===== config.mk =====
export PLATFORM = sky130hd
export DESIGN_NAME = uart_tx_fifo
export DESIGN_NICKNAME = d
export VERILOG_FILES = /design/src/rtl/uart_tx_fifo.sv
export SDC_FILE = /design/constraint.sdc
export NUM_CORES = 1
export LEC_CHECK = 0
export ABC_AREA = 1
export ABC_CLOCK_PERIOD_IN_PS = 6350
export CORE_MARGIN = 3
export CORE_UTILIZATION = 34
export CTS_CLUSTER_DIAMETER = 30
export DETAILED_ROUTE_END_ITERATION = 12
export SYNTH_ARGS = -nofsm -noshare
export SYNTH_HDL_FRONTEND = slang
export SYNTH_SLANG_ARGS = --single-unit

===== constraint.sdc =====
create_clock -name clock -period 6.35 [get_ports clock]
set_clock_uncertainty 0.15 [all_clocks]
set_input_delay 1.5875 -clock clock [delete_from_list [all_inputs] [get_ports clock]]
set_output_delay 1.5875 -clock clock [all_outputs]
set_load 0.01 [all_outputs]

===== src/rtl/uart_tx_fifo.sv =====
// UART transmitter fed by a word FIFO: valid/ready write side, LSB-first serial
// output with optional even/odd parity and one or two stop bits.
module uart_tx_fifo #(
  parameter int unsigned DATA_BITS  = 8,
  parameter int unsigned FIFO_DEPTH = 16,
  parameter int unsigned CNT_W      = $clog2(FIFO_DEPTH + 1)
) (
  input  logic                 clock,
  input  logic                 reset,
  input  logic                 tx_baud,
  input  logic [DATA_BITS-1:0] data_in,
  input  logic                 data_valid,
  output logic                 data_ready,
  input  logic [1:0]           parity_mode,
  input  logic                 stop_two,
  output logic                 tx,
  output logic                 tx_busy,
  output logic                 tx_done,
  output logic [CNT_W-1:0]     fifo_count,
  output logic                 fifo_full,
  output logic                 fifo_empty
);

  localparam int unsigned PTR_W = $clog2(FIFO_DEPTH);
  localparam int unsigned IDX_W = $clog2(DATA_BITS);

  typedef enum logic [2:0] {
    IDLE,
    START,
    DATA,
    PARITY,
    STOP
  } state_e;

  state_e                 state_q, state_d;
  logic [DATA_BITS-1:0]   mem_q [FIFO_DEPTH];
  logic [PTR_W-1:0]       wr_ptr_q, wr_ptr_d;
  logic [PTR_W-1:0]       rd_ptr_q, rd_ptr_d;
  logic [CNT_W-1:0]       count_q, count_d;
  logic [DATA_BITS-1:0]   frame_q, frame_d;
  logic                   par_en_q, par_en_d;
  logic                   par_bit_q, par_bit_d;
  logic                   stop_two_q, stop_two_d;
  logic                   stop_cnt_q, stop_cnt_d;
  logic [IDX_W-1:0]       idx_q, idx_d;
  logic                   tx_q, tx_d;
  logic                   busy_q, busy_d;
  logic                   done_q, done_d;
  logic [DATA_BITS-1:0]   head;
  logic                   push;
  logic                   pop;

  assign fifo_full  = (count_q == CNT_W'(FIFO_DEPTH));
  assign fifo_empty = (count_q == '0);
  assign data_ready = !fifo_full && !reset;
  assign fifo_count = count_q;
  assign tx         = tx_q;
  assign tx_busy    = busy_q;
  assign tx_done    = done_q;
  assign push       = data_valid && data_ready;
  assign head       = mem_q[rd_ptr_q];

  // FIFO storage; pointers and count live with the rest of the state below
  always_ff @(posedge clock) begin
    if (push) begin
      mem_q[wr_ptr_q] <= data_in;
    end
  end

  always_ff @(posedge clock) begin
    if (reset) begin
      state_q    <= IDLE;
      wr_ptr_q   <= '0;
      rd_ptr_q   <= '0;
      count_q    <= '0;
      frame_q    <= '0;
      par_en_q   <= 1'b0;
      par_bit_q  <= 1'b0;
      stop_two_q <= 1'b0;
      stop_cnt_q <= 1'b0;
      idx_q      <= '0;
      tx_q       <= 1'b1;
      busy_q     <= 1'b0;
      done_q     <= 1'b0;
    end else begin
      state_q    <= state_d;
      wr_ptr_q   <= wr_ptr_d;
      rd_ptr_q   <= rd_ptr_d;
      count_q    <= count_d;
      frame_q    <= frame_d;
      par_en_q   <= par_en_d;
      par_bit_q  <= par_bit_d;
      stop_two_q <= stop_two_d;
      stop_cnt_q <= stop_cnt_d;
      idx_q      <= idx_d;
      tx_q       <= tx_d;
      busy_q     <= busy_d;
      done_q     <= done_d;
    end
  end

  always_comb begin
    state_d    = state_q;
    frame_d    = frame_q;
    par_en_d   = par_en_q;
    par_bit_d  = par_bit_q;
    stop_two_d = stop_two_q;
    stop_cnt_d = stop_cnt_q;
    idx_d      = idx_q;
    done_d     = 1'b0;
    pop        = 1'b0;
    tx_d       = 1'b1;

    if (tx_baud) begin
      unique case (state_q)
        IDLE: begin
          if (!fifo_empty) begin
            pop = 1'b1;
          end
        end
        START: begin
          state_d = DATA;
          idx_d   = '0;
        end
        DATA: begin
          if (idx_q == IDX_W'(DATA_BITS - 1)) begin
            state_d    = par_en_q ? PARITY : STOP;
            stop_cnt_d = 1'b0;
          end else begin
            idx_d = idx_q + IDX_W'(1);
          end
        end
        PARITY: begin
          state_d    = STOP;
          stop_cnt_d = 1'b0;
        end
        STOP: begin
          if (stop_two_q && !stop_cnt_q) begin
            stop_cnt_d = 1'b1;
          end else begin
            done_d = 1'b1;
            if (!fifo_empty) begin
              pop = 1'b1;
            end else begin
              state_d = IDLE;
            end
          end
        end
        default: state_d = IDLE;
      endcase
    end

    // Frame start: latch head word and line settings so later input changes are ignored
    if (pop) begin
      state_d    = START;
      idx_d      = '0;
      frame_d    = head;
      par_en_d   = (parity_mode == 2'b01) || (parity_mode == 2'b10);
      par_bit_d  = (^head) ^ (parity_mode == 2'b10);
      stop_two_d = stop_two;
    end

    unique case (state_d)
      START:   tx_d = 1'b0;
      DATA:    tx_d = frame_d[idx_d];
      PARITY:  tx_d = par_bit_d;
      default: tx_d = 1'b1;
    endcase
    busy_d = (state_d != IDLE);

    wr_ptr_d = push ? (wr_ptr_q + PTR_W'(1)) : wr_ptr_q;
    rd_ptr_d = pop  ? (rd_ptr_q + PTR_W'(1)) : rd_ptr_q;
    if (push && !pop) begin
      count_d = count_q + CNT_W'(1);
    end else if (pop && !push) begin
      count_d = count_q - CNT_W'(1);
    end else begin
      count_d = count_q;
    end
  end

endmodule

==> reports/qor.yml, run 1 <==
status:
  outcome: "finished, final reports clean"
clocking:
  cts_tree: "built"
  cts_buffer_depth: 2
  cts.clk_slew.worst_paths_ns: 0.06
  clock_sinks: 166
  clk_latency_ns: 0.42
  cts_setup_buffers: 0
  htreeDepth: 4
  cts-root-buf: "clkbuf_16"
  cts_buffers: 17
  post_cts_resized: 0
  cts_hold_buf: 0
floorplan:
  die_h_um: 154
  core_area_mm2: 0.0213
  fp.dieArea_mm2: 0.0237
  initial_core_util_pct: 35.0
  io_pins: 26
  row_count: 53
  die_x_um: 154
logic_synthesis:
  syn_nets: 813
  synth_compound_area_share_pct: 6.18
  synthAdderAreaFrac_pct: 2.12
  synth_top_family_by_area: "simple AND/OR/NAND/NOR gates"
  synth_xor_area_share_pct: 0.235
  yosys.cell_types.count: 34
  synth.mux.area_fraction_pct: 0
  syn_area_mm2: 0.00745
  synth_cells: 786
  syn_area_per_cell_um2: 9.47
  yosys_register_bits: 166
  seq_area_frac_synth_pct: 61.8
  yosysWarnings: 0
  synth-simple-area-share_pct: 22.0
sta:
  finalSetupTns_ns: 0
  min_period_over_period_pct: 78.9
  fmax_mhz: 200
  hold_viol_final: 0
  worst_pin_slew_ns: 0.804
  rsz0062_at_grt: "no"
  period_needed_ns: 5.01
  slew_viol_final: 0
  max-slew-margin-rel_pct: 46.2
  finalSetupViolCount: 0
power:
  power.density_mw_per_mm2: 377
  total_power_mw: 3.18
  leakage_nw: 3.36
  ir_drop_mv: 0.293
setup_path:
  reg2reg_to: "fifo_count[4]$_SDFFE_PP0P_"
  path_cells: "clkdlybuf4s50_1 > buf_4 > inv_1 > o21ai_0 > inv_1 > clkdlybuf4s50_1"
  rr_startpoint: "fifo_count[1]$_SDFFE_PP0P_"
  crit_path_end: "data_ready"
  reg2regPathDepth: 16
  worstSetupEndpointType: "output port"
  startpoint_type: "input port"
  slowest_delay_ns: 0.53
  cp.arrival_ns: 3.27
  cp_num_cells: 6
  cpMaxStageDelayCell: "clkdlybuf4s50_1"
  crit_start: "reset"
  path_delay_family: "buffers and inverters"
  reg2reg_slack_ns: 3.36
  path_buf_inv: 5
  cp_data_required_time_ns: 4.61
  crit_fanout: 22
  path_class: "input port to output port"
finish:
  post-route-util_pct: 39.6
  finalNetCount: 830
  mostFrequentLayoutCells: "nand2_1, edfxtp_1, nor2_1"
  drive_gt1_share_pct: 6.50
  syn_to_final_growth_pct: 13.1
  insertedDiodeCount: 0
  multi_input_area_mm2: 0.00227
  final_common_cell: "nand2_1"
  ff_latch_area_mm2: 0.00461
  n_fill_cell: 2077
detailed_routing:
  vias_per_cell: 4.68
  vias: 5106
  wl_per_cell_um: 14.4
  drt-total-wl_um: 15800
  dr.pass1.iters: 5
  drc_errors: 0
  drt_iter0_markers: 336
  ant_nets: 0
hold_path:
  min_path_type: "flip-flop to flip-flop"
global_route:
  grt_usage_pct: 13.9
  overflow: 0
  first_global_vias: 4941
  grt_max_degree: 60
  grt_pass1_wl_um: 25800
  antenna_found_initial: 0
place:
  place.gp.congestion: 0.810
  port_buffers: 25
  dpl.hpwl_um: 10300
run:
  maxCapViolations: 0
layer usage:
layer  vias up  wire (um)  track usage (%)
li1       2626          -                -
met1      2375       7070             17.9
met2        86       7820             23.1
met3        19        601             3.04
met4         0        266             4.79
met5         -          0                0
cell families (layout without fill, tap and decap cells):
group,Yosys count,after routing
AO/OA/AOI/OAI,85,85
XOR/XNOR,2,2
adder cells (fa/ha/maj),12,12
buffers and inverters,133,163
flip-flops,166,166
AND/OR/NAND/NOR,388,388
worst min path at each step:
stage                             from                      end  slack, ns  depth (start not counted)
2_1_floorplan  stop_two_q$_SDFFE_PP0N_  stop_two_q$_SDFFE_PP0N_       0.27                          2
3_3_place_gp   stop_two_q$_SDFFE_PP0N_  stop_two_q$_SDFFE_PP0N_       0.29                          2
3_5_place_dp   stop_two_q$_SDFFE_PP0N_  stop_two_q$_SDFFE_PP0N_       0.30                          2
4_1_cts        stop_two_q$_SDFFE_PP0N_  stop_two_q$_SDFFE_PP0N_       0.30                          2
5_1_grt        stop_two_q$_SDFFE_PP0N_  stop_two_q$_SDFFE_PP0N_       0.33                          2
6_report       stop_two_q$_SDFFE_PP0N_  stop_two_q$_SDFFE_PP0N_       0.30                          2
worst register-to-register path: cells and delay by family (launching register included):
kind            cells  cell delay, ns
fa+ha+maj           2            0.67
compound gates      3            0.42
simple gates        8            0.99
buf+inv             3            0.30
flops               1            0.34
flip-flops by register name, summed over array words and instances (netlist names), 3 cells and up, named ones only:
signal	flops
state_q	3
idx_q	3
wr_ptr_q	4
rd_ptr_q	4
mem_q	128
frame_q	8
fifo_count	5
power breakdown:
group / internal (mW) / switching, mW
combinational: 0.330 / 0.611
clock: 0.536 / 0.407
sequential: 1.24 / 0.0535
total: 2.11 / 1.07
cell usage after synthesis:
| cell | n | area [um^2] |
|---|---|---|
| nor2_2 | 6 | 37.5 |
| buf_6 | 4 | 45.0 |
| ha_1 | 11 | 138 |
| nand3_1 | 85 | 425 |
| nor3_2 | 1 | 10.0 |
| a31o_2 | 1 | 8.76 |
| a31oi_1 | 3 | 18.8 |
| inv_2 | 3 | 11.3 |
| a211oi_1 | 4 | 30.0 |
| nand2_1 | 165 | 619 |
| or2_2 | 5 | 31.3 |
| a21oi_1 | 19 | 95.1 |
| nor3_1 | 3 | 15.0 |
| buf_1 | 2 | 7.51 |
| nor2_1 | 109 | 409 |
| o211ai_1 | 5 | 37.5 |
| dfxtp_1 | 38 | 761 |
| edfxtp_1 | 128 | 3840 |
| inv_1 | 99 | 372 |
| o21ai_1 | 6 | 30.0 |
| nor4_1 | 2 | 12.5 |
| nand4_1 | 5 | 31.3 |
| a22oi_1 | 1 | 7.51 |
| buf_12 | 1 | 20.0 |
| xnor2_1 | 2 | 17.5 |
| o21bai_1 | 1 | 7.51 |
| clkbuf_1 | 5 | 18.8 |
| inv_4 | 1 | 6.26 |
| o21ai_0 | 45 | 225 |
| or2_0 | 1 | 6.26 |
| fa_1 | 1 | 20.0 |
| and3_1 | 2 | 12.5 |
| buf_2 | 18 | 90.1 |
| nand2_2 | 4 | 25.0 |
per-stage QoR:
stage	hold WS (ns)	std cells	cell area, um^2	setup WS, ns
2_1_floorplan	0.272	786	7450	2.70
3_3_place_gp	0.288	1059	7880	1.33
3_5_place_dp	0.295	1059	7880	1.33
4_1_cts	0.304	1091	8420	1.33
5_1_grt	0.329	1091	8420	1.20
6_report	0.304	1091	8420	1.34
layout make-up:
class	instances	area share, %
clock buffers	19	5.14
well taps	275	4.08
repair buffers	28	3.24
inverters	103	4.62
clock inverters	13	1.29
flip-flops and latches	166	54.7
multi-input cells	487	27.0
No activity file was read; power rests on OpenSTA's default activity.
==> run 2, diff against run 1 <==
--- a/config.mk
+++ b/config.mk
@@ -6,7 +6,7 @@
 export NUM_CORES = 1
 export LEC_CHECK = 0
 export ABC_AREA = 1
-export ABC_CLOCK_PERIOD_IN_PS = 6350
+export ABC_CLOCK_PERIOD_IN_PS = 4470
 export CORE_MARGIN = 3
 export CORE_UTILIZATION = 34
 export CTS_CLUSTER_DIAMETER = 30
==> constraint.sdc (replaced) <==
create_clock -name clock -period 4.47 [get_ports clock]
set_clock_uncertainty 0.15 [all_clocks]
set_input_delay 1.1175 -clock clock [delete_from_list [all_inputs] [get_ports clock]]
set_output_delay 1.1175 -clock clock [all_outputs]
set_load 0.01 [all_outputs]
==> run 2 against run 1 <==
  * Sequential cell count is the same
  * Register-to-register slack worse by 1.7 ns
  * Global-route usage up 0.26 points
  * Sequential share of layout area decreased by 0.41 points
==> reports/qor.yml, run 2 (synthesis results as in run 1) <==
setup_path:
  cp.arrival_ns: 2.29  # -0.98 ns
  startpoint_type: "input port"
  path_class: "input port to output port"
  reg2reg_slack_ns: 1.65  # -1.71 ns
  rr_startpoint: "fifo_count[1]$_SDFFE_PP0P_"
  crit_path_end: "data_ready"
  slowest_delay_ns: 0.54  # about the same
  path_cells: "clkdlybuf4s50_1 > inv_1 > o21ai_0 > inv_1 > clkdlybuf4s50_1"
  crit_fanout: 2  # -91%
  cpMaxStageDelayCell: "clkdlybuf4s50_1"
  worstSetupEndpointType: "output port"
  reg2regPathDepth: 17  # +1
  cp_data_required_time_ns: 3.20  # -1.41 ns
  reg2reg_to: "fifo_count[4]$_SDFFE_PP0P_"
  crit_start: "reset"
power:
  power.density_mw_per_mm2: 544  # +44%
  swShare_pct: 33.7  # -0.041 points
  power_frac_seq_pct: 39.5  # -1.2 points
  internal-power_mw: 3.06  # +45%
  leakage_nw: 3.39  # +1.1%
  p_comb_share_pct: 29.5  # about the same
  total_power_mw: 4.62  # +45%
  power_switching_mw: 1.55  # +45%
  pwr-share-clk_pct: 31.1  # +1.4 points
  ir_drop_mv: 0.311  # +5.9%
finish:
  top_register: "mem_q"
  syn_to_final_growth_pct: 14.0
  final_common_cell: "nand2_1"
  insertedDiodeCount: 0  # unchanged
  largest_register_ff_count: 128  # unchanged
  finalNetCount: 834  # +0.48%
  post-route-util_pct: 39.9  # +0.30 points
  n_fill_cell: 2049  # -1.3%
  mostFrequentLayoutCells: "nand2_1, edfxtp_1, nor2_1"
  drive_gt1_share_pct: 7.07  # +0.58 points
sta:
  setup_ws_ns: 0.909  # -0.430 ns
  min_period_over_period_pct: 79.7
  finalSetupTns_ns: 0  # unchanged
  hold_viol_final: 0  # unchanged
  holdWs_ns: 0.300  # -0.00385 ns
  fmax_mhz: 281
  max-slew-margin-rel_pct: 40.4  # -5.8 points
  slew_viol_final: 0  # unchanged
  period_needed_ns: 3.56
  worst_pin_slew_ns: 0.891  # +0.0872 ns
  rsz0062_at_grt: "no"
  finalSetupViolCount: 0  # unchanged
global_route:
  grt_pass1_wl_um: 26400  # +2.6%
  grt_max_degree: 69  # +15%
  first_global_vias: 4987  # +0.93%
  overflow: 0  # unchanged
  grt_usage_pct: 14.1  # +0.26 points
  antenna_found_initial: 0  # unchanged
detailed_routing:
  vias: 5202  # +1.9%
  vias_per_cell: 4.75  # +1.5%
  drc_errors: 0  # unchanged
  ant_nets: 0  # unchanged
  drt-total-wl_um: 16100  # +2.2%
  wl_per_cell_um: 14.7  # +1.9%
  dr.pass1.iters: 5  # unchanged
  drt_iter0_markers: 367  # +9.2%
floorplan:
  die_x_um: 154  # unchanged
  core_area_mm2: 0.0213  # unchanged
  initial_core_util_pct: 35.0  # unchanged
  die_h_um: 154  # unchanged
  row_count: 53  # unchanged
  io_pins: 26  # unchanged
  fp.dieArea_mm2: 0.0237  # unchanged
place:
  place.gp.congestion: 0.776  # -4.2%
  dp_slack_ns: 0.699  # -0.630 ns
  dpl.hpwl_um: 10200  # -0.66%
  port_buffers: 25  # unchanged
clocking:
  clk_latency_ns: 0.43  # about the same
  htreeDepth: 4  # unchanged
  cts_hold_buf: 0  # unchanged
  cts.clk_slew.worst_paths_ns: 0.07  # about the same
  cts_buffer_depth: 2  # unchanged
  post_cts_resized: 0  # unchanged
  cts_tree: "built"
  cts_buffers: 17  # unchanged
  cts-root-buf: "clkbuf_16"
  cts_setup_buffers: 0  # unchanged
  clock_sinks: 166  # unchanged
hold_path:
  whs_path_depth: 2  # unchanged
  min_path_type: "flip-flop to flip-flop"
run:
  maxCapViolations: 0  # unchanged
status:
  outcome: "finished, final reports clean"
[run 2: power groups by stage]
stage	clock network [mW]	registers (mW)	logic, mW
6_report	1.43	1.82	1.36
4_1_cts	1.46	1.82	1.38
5_1_grt	1.53	1.83	1.56
3_5_place_dp	0	1.85	1.37
3_3_place_gp	0	1.85	1.36
2_1_floorplan	0	1.84	1.04
[run 2: cell type report]
cell class	count	area, um^2	share of cell area, %
Clock buffer	18	429	5.06
Timing Repair Buffer	32	303	3.57
Clock inverter	14	146	1.72
Multi-Input combinational cell	487	2270	26.8
Tap cell	275	344	4.05
Inverter	103	389	4.58
Sequential cell	166	4610	54.3
[run 2: layer usage]
metal / GRT usage [%] / up-vias / share of wire (%)
met3: 2.90 / 22 / 4.4
met5: 0 / - / 0
li1: - / 2640 / -
met2: 22.7 / 134 / 47
met1: 19.0 / 2406 / 47
met4: 5.09 / 0 / 1.9
[run 2: how the worst min path moves through the flow]
| stage | startpoint | end | slack, ns |
|---|---|---|---|
| after floorplan | stop_two_q$_SDFFE_PP0N_ | stop_two_q$_SDFFE_PP0N_ | 0.27 |
| after global placement | stop_two_q$_SDFFE_PP0N_ | stop_two_q$_SDFFE_PP0N_ | 0.29 |
| after detailed placement | stop_two_q$_SDFFE_PP0N_ | stop_two_q$_SDFFE_PP0N_ | 0.29 |
| after CTS | stop_two_q$_SDFFE_PP0N_ | stop_two_q$_SDFFE_PP0N_ | 0.30 |
| after global routing | stop_two_q$_SDFFE_PP0N_ | stop_two_q$_SDFFE_PP0N_ | 0.35 |
| final | stop_two_q$_SDFFE_PP0N_ | stop_two_q$_SDFFE_PP0N_ | 0.30 |
[run 2: stage by stage]
step | instance area [um^2] | instances
finish | 8490 | 1095
global route | 8490 | 1095
CTS | 8490 | 1095
detailed placement | 7910 | 1063
global placement | 7910 | 1063
floorplan | 7450 | 786
[run 2: worst max-delay path, delay by kind of cell]
| family | cells | cell delay (ns) |
|---|---|---|
| compound gates | 1 | 0.07 |
| buf+inv | 4 | 1.10 |
==> run 3, diff against run 2 <==
--- a/config.mk
+++ b/config.mk
@@ -6,7 +6,7 @@
 export NUM_CORES = 1
 export LEC_CHECK = 0
 export ABC_AREA = 1
-export ABC_CLOCK_PERIOD_IN_PS = 4470
+export ABC_CLOCK_PERIOD_IN_PS = 3330
 export CORE_MARGIN = 3
 export CORE_UTILIZATION = 34
 export CTS_CLUSTER_DIAMETER = 30
==> constraint.sdc (replaced) <==
create_clock -name clock -period 3.33 [get_ports clock]
set_clock_uncertainty 0.15 [all_clocks]
set_input_delay 0.8325 -clock clock [delete_from_list [all_inputs] [get_ports clock]]
set_output_delay 0.8325 -clock clock [all_outputs]
set_load 0.01 [all_outputs]
==> run 3 against run 2 <==
  * Routed wire length increased by 0.25%
  * Via count increased by 0.98%
  * Sequential power up 34%
  * Highest routed layer unchanged
  * Design area increased by 2.6%
==> reports/qor.yml, run 3 (synthesis results as in run 1) <==
power:
  leakage_nw: 3.54  # +4.3%
  power.density_mw_per_mm2: 715  # +31%
  total_power_mw: 6.23  # +35%
  ir_drop_mv: 0.352  # +13%
finish:
  mostFrequentLayoutCells: "nand2_1, edfxtp_1, nor2_1"
  syn_to_final_growth_pct: 17.0
  finalNetCount: 859  # +3.0%
  drive_gt1_share_pct: 10.2  # +3.1 points
  top_register: "mem_q"
  largest_register_ff_count: 128  # unchanged
  insertedDiodeCount: 0  # unchanged
  final_cells: 1120  # +2.3%
  final_common_cell: "nand2_1"
sta:
  hold_viol_final: 0  # unchanged
  rsz0062_at_grt: "no"
  slew_viol_final: 0  # unchanged
  period_needed_ns: 2.99
  fmax_mhz: 334
  finalSetupTns_ns: 0  # unchanged
  setup_ws_ns: 0.339  # -0.570 ns
  max-slew-margin-rel_pct: 52.6  # +12 points
  worst_pin_slew_ns: 0.710  # -0.181 ns
  finalSetupViolCount: 0  # unchanged
  min_period_over_period_pct: 89.8
clocking:
  cts.clk_slew.worst_paths_ns: 0.07  # about the same
  htreeDepth: 4  # unchanged
  cts-root-buf: "clkbuf_16"
  clock_sinks: 166  # unchanged
  clk_latency_ns: 0.43  # about the same
  cts_tree: "built"
  cts_hold_buf: 0  # unchanged
  cts_setup_buffers: 0  # unchanged
  cts_buffer_depth: 2  # unchanged
  post_cts_resized: 0  # unchanged
  cts_buffers: 17  # unchanged
detailed_routing:
  drc_errors: 0  # unchanged
  drt_iter0_markers: 341  # -7.1%
  dr.pass1.iters: 5  # unchanged
  wl_per_cell_um: 14.4  # -2.0%
  drt-total-wl_um: 16100  # +0.25%
  vias: 5253  # +0.98%
  ant_nets: 0  # unchanged
  vias_per_cell: 4.69  # -1.3%
global_route:
  grt_pass1_wl_um: 26400  # -0.23%
  grt_usage_pct: 14.2  # +0.053 points
  first_global_vias: 5001  # +0.28%
  overflow: 0  # unchanged
  grt_max_degree: 70  # +1.4%
  antenna_found_initial: 0  # unchanged
setup_path:
  crit_fanout: 2  # unchanged
  cp_data_required_time_ns: 2.35  # -0.85 ns
  reg2regPathDepth: 16  # -1
  cp.arrival_ns: 2.01  # -0.28 ns
  path_cells: "clkdlybuf4s50_1 > inv_1 > o21ai_0 > inv_1 > clkdlybuf4s50_1"
  startpoint_type: "input port"
  rr_startpoint: "fifo_count[1]$_SDFFE_PP0P_"
  path_class: "input port to output port"
  reg2reg_slack_ns: 0.71  # -0.94 ns
  cpMaxStageDelayCell: "clkdlybuf4s50_1"
  worstSetupEndpointType: "output port"
  slowest_delay_ns: 0.54  # about the same
  reg2reg_to: "fifo_count[4]$_SDFFE_PP0P_"
floorplan:
  io_pins: 26  # unchanged
  die_h_um: 154  # unchanged
  initial_core_util_pct: 35.0  # unchanged
  die_x_um: 154  # unchanged
  core_area_mm2: 0.0213  # unchanged
  fp.dieArea_mm2: 0.0237  # unchanged
  row_count: 53  # unchanged
place:
  place.gp.congestion: 0.784  # +1.0%
  dpl.hpwl_um: 10500  # +3.3%
  port_buffers: 25  # unchanged
  dp_slack_ns: 0.0615  # -0.637 ns
  dp.cells: 1088  # +2.4%
hold_path:
  hold_end: "stop_two_q$_SDFFE_PP0N_"
  min_path_type: "flip-flop to flip-flop"
  whs_path_depth: 2  # unchanged
  worst_hold_startpoint: "stop_two_q$_SDFFE_PP0N_"
run:
  maxCapViolations: 0  # unchanged
status:
  outcome: "finished, final reports clean"
run 3: cell types whose count changed in the layout (fill, tap and decap cells not counted), sizes merged:
cell and change:
buf +25, bufinv -1, clkbuf -1, inv +3, clkinv -1
run 3: worst max path at each step:
stage / from / end / cells past startpoint
after floorplan: reset / fifo_count[4]$_SDFFE_PP0P_ / 16
after global placement: reset / fifo_count[4]$_SDFFE_PP0P_ / 17
after detailed placement: reset / fifo_count[4]$_SDFFE_PP0P_ / 17
after CTS: reset / data_ready / 5
after global routing: reset / fifo_count[4]$_SDFFE_PP0P_ / 17
final: reset / data_ready / 5
run 3: final cells by class:
class                           count  area (um^2)
Timing Repair Buffer               57          515
Clock inverter                     15          159
Fill cell                        2046        12600
Inverter                          103          389
Sequential cell                   166         4610
Multi-Input combinational cell    487         2270
Tap cell                          275          344
Clock buffer                       17          425
run 3: report_power, final:
group	internal, mW	switching (mW)
logic	0.676	1.19
clock network	1.06	0.866
registers	2.36	0.0774
run 3: worst max-delay path: cells and delay by family:
kind                   cells  cell delay [ns]
AO/OA/AOI/OAI              1             0.07
buffers and inverters      4             1.11
run 3: metal layers:
layer / global-route usage [%] / part of all wire [%]
met1: 18.4 / 45
met2: 23.2 / 49
met3: 2.31 / 3.1
met4: 6.64 / 2.8
met5: 0 / 0
run 3: metrics by stage:
| step | utilization [%] | area, um^2 | hold slack, ns |
|---|---|---|---|
| floorplan | - | 7450 | 0.272 |
| global placement | 38.2 | 8130 | 0.308 |
| detailed placement | 38.2 | 8130 | 0.312 |
| CTS | 40.9 | 8710 | 0.322 |
| global route | 40.9 | 8710 | 0.364 |
| finish | 40.9 | 8710 | 0.321 |
